`src/rtl/gf3_rs_syndrome_seq.sv`:
```
// Serial Reed-Solomon syndrome sequencer over GF(2^3), prim poly x^3+x+1, alpha=3'b010.
// Horner update per symbol: S_j <= S_j*alpha^j + r, first symbol is the highest-degree coefficient.
// Optional single-error locator outputs are built when GF3_SYN_ERRLOC_EN is defined (requires NSYN==2).

// GF(2^3) addition: carry-less, bitwise XOR
module gf_add_3 (
    input  logic [2:0] a_i,
    input  logic [2:0] b_i,
    output logic [2:0] y_o
);
    assign y_o = a_i ^ b_i;
endmodule

module gf3_rs_syndrome_seq #(
    parameter int unsigned N_SYM = 7,
    parameter int unsigned NSYN  = 2
) (
    input  logic              clk,
    input  logic              rst_n,
    input  logic              flush,
    input  logic              sym_valid,
    output logic              sym_ready,
    input  logic [2:0]        sym_data,
    output logic              syn_valid,
    input  logic              syn_ready,
    output logic [3*NSYN-1:0] syn_data,
    output logic              syn_nz
`ifdef GF3_SYN_ERRLOC_EN
    ,
    output logic [2:0]        err_pos,
    output logic [2:0]        err_mag,
    output logic [0:0]        err_unc
`endif
);

    localparam int unsigned CNT_W = $clog2(N_SYM + 1);

    typedef enum logic [1:0] {ST_IDLE, ST_ACC, ST_DONE} state_e;

    state_e                   state_q, state_d;
    logic [CNT_W-1:0]         cnt_q, cnt_d;
    logic [NSYN-1:0][2:0]     s_q, s_d, s_mul, s_upd;
    logic                     syn_valid_q;
    logic [3*NSYN-1:0]        syn_data_q;
    logic                     syn_nz_q;
    logic                     accept;
    logic                     cap;

    // Multiply by alpha, reducing with x^3 = x+1
    function automatic logic [2:0] xtime(input logic [2:0] b);
        return {b[1], b[0] ^ b[2], b[2]};
    endfunction

    // Multiply by alpha^n through n chained xtime stages
    function automatic logic [2:0] xtime_pow(input logic [2:0] s, input int unsigned n);
        logic [2:0] v;
        v = s;
        for (int unsigned i = 0; i < NSYN; i++) begin
            if (i < n) v = xtime(v);
        end
        return v;
    endfunction

    // Per-syndrome Horner datapath
    for (genvar j = 0; j < NSYN; j++) begin : g_syn
        assign s_mul[j] = xtime_pow(s_q[j], j + 1);
        gf_add_3 u_add (.a_i(s_mul[j]), .b_i(sym_data), .y_o(s_upd[j]));
    end

    // Next-state, accept handshake and syndrome update
    always_comb begin
        state_d   = state_q;
        cnt_d     = cnt_q;
        s_d       = s_q;
        cap       = 1'b0;
        sym_ready = (state_q != ST_DONE) || syn_ready;
        accept    = sym_valid && sym_ready;
        if (flush) begin
            state_d = ST_IDLE;
            cnt_d   = '0;
        end else begin
            if ((state_q == ST_DONE) && syn_ready) begin
                state_d = ST_IDLE;
                cnt_d   = '0;
            end
            if (accept) begin
                if (state_q == ST_ACC) begin
                    s_d   = s_upd;
                    cnt_d = cnt_q + CNT_W'(1);
                    if (cnt_d == CNT_W'(N_SYM)) begin
                        state_d = ST_DONE;
                        cap     = 1'b1;
                    end
                end else begin
                    s_d     = {NSYN{sym_data}};
                    cnt_d   = CNT_W'(1);
                    state_d = ST_ACC;
                end
            end
        end
    end

    // State, accumulators and presented result
    always_ff @(posedge clk or negedge rst_n) begin
        if (!rst_n) begin
            state_q     <= ST_IDLE;
            cnt_q       <= '0;
            s_q         <= '0;
            syn_valid_q <= 1'b0;
            syn_data_q  <= '0;
            syn_nz_q    <= 1'b0;
        end else begin
            state_q     <= state_d;
            cnt_q       <= cnt_d;
            s_q         <= s_d;
            syn_valid_q <= (state_d == ST_DONE);
            if (cap) begin
                syn_data_q <= s_d;
                syn_nz_q   <= |s_d;
            end
        end
    end

    assign syn_valid = syn_valid_q;
    assign syn_data  = syn_data_q;
    assign syn_nz    = syn_nz_q;

`ifdef GF3_SYN_ERRLOC_EN
    if (NSYN != 2) begin : g_bad_nsyn
        $error("GF3_SYN_ERRLOC_EN requires NSYN == 2");
    end

    logic [2:0] err_pos_q, err_pos_d;
    logic [2:0] err_mag_q, err_mag_d;
    logic       err_unc_q, err_unc_d;
    logic [2:0] l1, l2;
    int unsigned lp, lm;

    // Discrete log of a nonzero element
    function automatic logic [2:0] gf_log(input logic [2:0] a);
        case (a)
            3'b001:  return 3'd0;
            3'b010:  return 3'd1;
            3'b100:  return 3'd2;
            3'b011:  return 3'd3;
            3'b110:  return 3'd4;
            3'b111:  return 3'd5;
            3'b101:  return 3'd6;
            default: return 3'd0;
        endcase
    endfunction

    // alpha^e for e in 0..6
    function automatic logic [2:0] gf_alog(input logic [2:0] e);
        case (e)
            3'd0:    return 3'b001;
            3'd1:    return 3'b010;
            3'd2:    return 3'b100;
            3'd3:    return 3'b011;
            3'd4:    return 3'b110;
            3'd5:    return 3'b111;
            3'd6:    return 3'b101;
            default: return 3'b001;
        endcase
    endfunction

    // Single-error locator: position = log(S2/S1), magnitude = S1^2/S2
    always_comb begin
        err_pos_d = 3'd0;
        err_mag_d = 3'd0;
        err_unc_d = 1'b0;
        l1        = gf_log(s_d[0]);
        l2        = gf_log(s_d[1]);
        lp        = (32'(l2) + 32'd7 - 32'(l1)) % 32'd7;
        lm        = (32'd2 * 32'(l1) + 32'd7 - 32'(l2)) % 32'd7;
        if ((s_d[0] == 3'd0) && (s_d[1] == 3'd0)) begin
            err_unc_d = 1'b0;
        end else if ((s_d[0] == 3'd0) || (s_d[1] == 3'd0)) begin
            err_unc_d = 1'b1;
        end else begin
            err_pos_d = 3'(lp);
            err_mag_d = gf_alog(3'(lm));
            err_unc_d = (lp >= N_SYM);
        end
    end

    // Locator registered alongside the syndromes
    always_ff @(posedge clk or negedge rst_n) begin
        if (!rst_n) begin
            err_pos_q <= 3'd0;
            err_mag_q <= 3'd0;
            err_unc_q <= 1'b0;
        end else if (cap) begin
            err_pos_q <= err_pos_d;
            err_mag_q <= err_mag_d;
            err_unc_q <= err_unc_d;
        end
    end

    assign err_pos = err_pos_q;
    assign err_mag = err_mag_q;
    assign err_unc = err_unc_q;
`endif

endmodule

```
`config.mk`:
```
export PLATFORM = sky130hd
export DESIGN_NAME = gf3_rs_syndrome_seq
export DESIGN_NICKNAME = d
export VERILOG_FILES = /design/src/rtl/gf3_rs_syndrome_seq.sv
export SDC_FILE = /design/constraint.sdc
export NUM_CORES = 1
export LEC_CHECK = 0
export BUFFER_PORTS_ARGS = -buffer_cell sky130_fd_sc_hd__buf_4
export CORE_MARGIN = 2
export CORE_UTILIZATION = 58
export CTS_CLUSTER_DIAMETER = 120
export DETAILED_ROUTE_END_ITERATION = 16
export GPL_TIMING_DRIVEN = 0
export PLACE_DENSITY = 0.84
export SLEW_MARGIN = 20
export SYNTH_ARGS = -nofsm -noshare
export SYNTH_HDL_FRONTEND = slang
export SYNTH_SLANG_ARGS = --single-unit
```
`constraint.sdc`:
```
create_clock -name clk -period 5.45 [get_ports clk]
set_clock_uncertainty 0.1 [all_clocks]
set_input_delay 0.545 -clock clk [delete_from_list [all_inputs] [get_ports clk]]
set_output_delay 0.545 -clock clk [all_outputs]
set_load 0.005 [all_outputs]
```
==> impl_metrics.env <==
export IMPL_vias=849
export IMPL_layout_setup_ws_ns=3.389
export IMPL_initial_core_util_pct=61.32
export IMPL_synthFlopType="dfrtp_1"
export IMPL_powerDensity_mw_per_mm2=243.3
export IMPL_ant_nets=0
export IMPL_start_kind="flop"
export IMPL_drcViolationCount=0
export IMPL_finalSetupViolCount=0
export IMPL_worst_slew_pin_slew_ns=0.4317
export IMPL_netlist_instances=114
export IMPL_cpPeakStageDelay_ns=0.44
export IMPL_yosysSeqAreaShare_pct=45.40
export IMPL_yosysUniqueCellTypes=37
export IMPL_final_layout_size_suffix_gt1_share_pct=17.91
export IMPL_avgSynthCellArea_um2=9.186
export IMPL_wl_per_cell_um=11.87
export IMPL_area_growth_pct=17.20
export IMPL_layoutNonFillerInstCount=159
export IMPL_antenna_found_initial=0
export IMPL_placed_area_mm2=0.001191
export IMPL_n_antenna_cell=0
export IMPL_holdPathStages=2
export IMPL_synth_seq_cells=19
export IMPL_path_cells="or3b_1 > buf_2 > buf_4"
export IMPL_dp_cells=154
export IMPL_drv_cap=0
export IMPL_finalCritPeriodShare_pct=37.82
export IMPL_crit_type="flop to output port"
export IMPL_fmax_mhz=485.1
export IMPL_hold_slack_ns=0.3031
export IMPL_nets=145
export IMPL_dpl_worst_slack_ns=3.319
export IMPL_cts_buffers=3
export IMPL_grt_pass1_wl_mm=3.291
export IMPL_chipHeight_um=46.49
export IMPL_yosysWarnings=0
export IMPL_fp_dieArea_mm2=0.002161
export IMPL_hold_viol=0
export IMPL_place_gp_congestion=0.7746
export IMPL_ir_drop_mv=0.1406
export IMPL_crit_fanout=5
export IMPL_stdcell_area_mm2=0.001227
export IMPL_setup_tns_ns=0
export IMPL_post_route_min_period_ns=2.061
export IMPL_htree_levels=1
export IMPL_dpl_hpwl_mm=1.417
export IMPL_drt_total_wl_mm=1.888
export IMPL_drv_slew=0
export IMPL_path_clk_slew_ns=0.11
export IMPL_grt_usage_pct=21.95
export IMPL_synth_nets=124
export IMPL_numClockSinks=19
export IMPL_status="finished clean"
export IMPL_row_count=15
export IMPL_rsz0062_at_grt="no"
export IMPL_cts_tree="built"
export IMPL_hp_class="input port to flop"
export IMPL_synth_edf_count=0
export IMPL_power_leakage_nw=0.5826
export IMPL_cts_root_to_sink_buffers=2
export IMPL_core_area_mm2=0.001708
export IMPL_detail_route_first_pass_iterations=4
export IMPL_clk_latency_ns=0.30
export IMPL_required_ns=4.81
export IMPL_crit_slowest_cell="dfrtp_1"
export IMPL_grt_max_degree=20
export IMPL_rr_worst_depth=8
export IMPL_viasPerCell=5.340
export IMPL_grt_overflow=0
export IMPL_io_buffers=15
export IMPL_cp_end_kind="output port"
export IMPL_netlist_area_mm2=0.001047
export IMPL_die_w_um=46.49
export IMPL_cts_root_buf="clkbuf_4"
export IMPL_grt_pass1_vias=775
export IMPL_nFillCells=140
export IMPL_async_flop_share_pct=100.0
export IMPL_drt_iter0_markers=22
export IMPL_slew_headroom_pct=71.22
export IMPL_ioPinCount=17
export IMPL_arrival_ns=1.42
[synthesized netlist by cell type (2+ instances only)]
master	instances	area (um2)
xor2_1	4	35.03
o21ai_0	6	30.03
xnor2_1	5	43.79
a21oi_1	13	65.06
clkbuf_1	2	7.510
dfrtp_1	19	475.5
ha_1	2	25.02
buf_6	2	22.52
mux2i_1	2	20.02
buf_2	2	10.01
nor2b_1	2	12.51
nand2_1	12	45.04
a22o_1	2	17.52
a21o_1	2	15.01
inv_1	2	7.510
nor2_1	15	56.30
nand2b_1	2	12.51
[flip-flops by register name, summed over array words and instances (netlist names)]
register   cells
cnt_q          3
s_mul          3
s_q            3
state_q        2
syn_data       6
syn_nz         1
syn_valid      1
[kinds of logic after synthesis]
kind of cell	Yosys count	synth area share (%)
and+or+nand+nor	44	21.15
AOI/OAI and AO/OA	29	16.73
DFF	19	45.40
xor gates and xnor gates	9	7.526
buffers and inverters	9	4.899
muxes	2	1.912
adders and majority gates	2	2.389
[path summary, 6_finish.rpt]
kind	start	endpoint	slack (ns)
min in group asynchronous	rst_n	state_q[0]	0.53
worst max-delay path	state_q[0]	sym_ready	3.39
worst max register to register	state_q[0]	syn_data[3]	3.50
max in group asynchronous	rst_n	s_q[0]	4.50
worst min register to register	syn_data[5]	syn_data[5]	0.42
worst min-delay path	flush	syn_valid	0.30
[final cells by class]
type | count | area [um2] | share of cell area (%)
plain buffers | 7 | 43.79 | 3.568
clock buffers | 4 | 26.28 | 2.141
inverters | 2 | 7.507 | 0.6116
multi-input cells | 86 | 520.5 | 42.41
flip-flops and latches | 19 | 475.5 | 38.74
well taps | 25 | 31.28 | 2.548
repair buffers | 16 | 122.6 | 9.990
[routing by layer]
metal	routed length (um)	vias to the layer above	track usage, %	part of all wire (%)
li1	-	429	-	-
met1	910	391	28.26	48
met2	849	20	34.72	45
met3	61	9	2.353	3.2
met4	66	0	13.71	3.5
met5	0	-	0	0
[placed cells by master (no fill, tap or decap), types with 2 or more instances in the layout]
master    instances
clkbuf_4          3
ha_1              2
xnor2_1           5
o21ai_0           6
a21o_1            2
xor2_1            4
a22o_1            2
nor2_1           15
buf_4            15
nor2b_1           2
clkbuf_1          3
inv_1             2
buf_6             2
nand2b_1          2
dfrtp_1          19
buf_2             2
nand2_1          12
a21oi_1          13
mux2i_1           2
[what timing repair did]
item / CTS / global route
hold endpoints to repair: 19 / 0
hold buffers: 1 / 0
setup buffers: 0 / 0
resized for setup: 0 / 0
[power breakdown]
group          leakage, nW  total, mW  internal, mW  switching, mW
logic                0.321     0.0605        0.0295         0.0310
registers            0.247      0.167         0.151         0.0157
clock network       0.0150     0.0711        0.0286         0.0426
total                0.583      0.299         0.209         0.0893
[through the flow]
stage / utilization [%] / power [mW]
floorplan: - / 0.2104
global placement: 69.74 / 0.2264
detailed placement: 69.74 / 0.2293
CTS: 71.87 / 0.3011
global route: 71.87 / 0.3175
finish: 71.87 / 0.2986
[worst max-delay path, delay by kind of cell (launching register included)]
family        cells  cell delay, ns
flops             1            0.44
simple gates      1            0.39
buf+inv           2            0.28
Note: power is estimated with default switching activity, not from simulation.
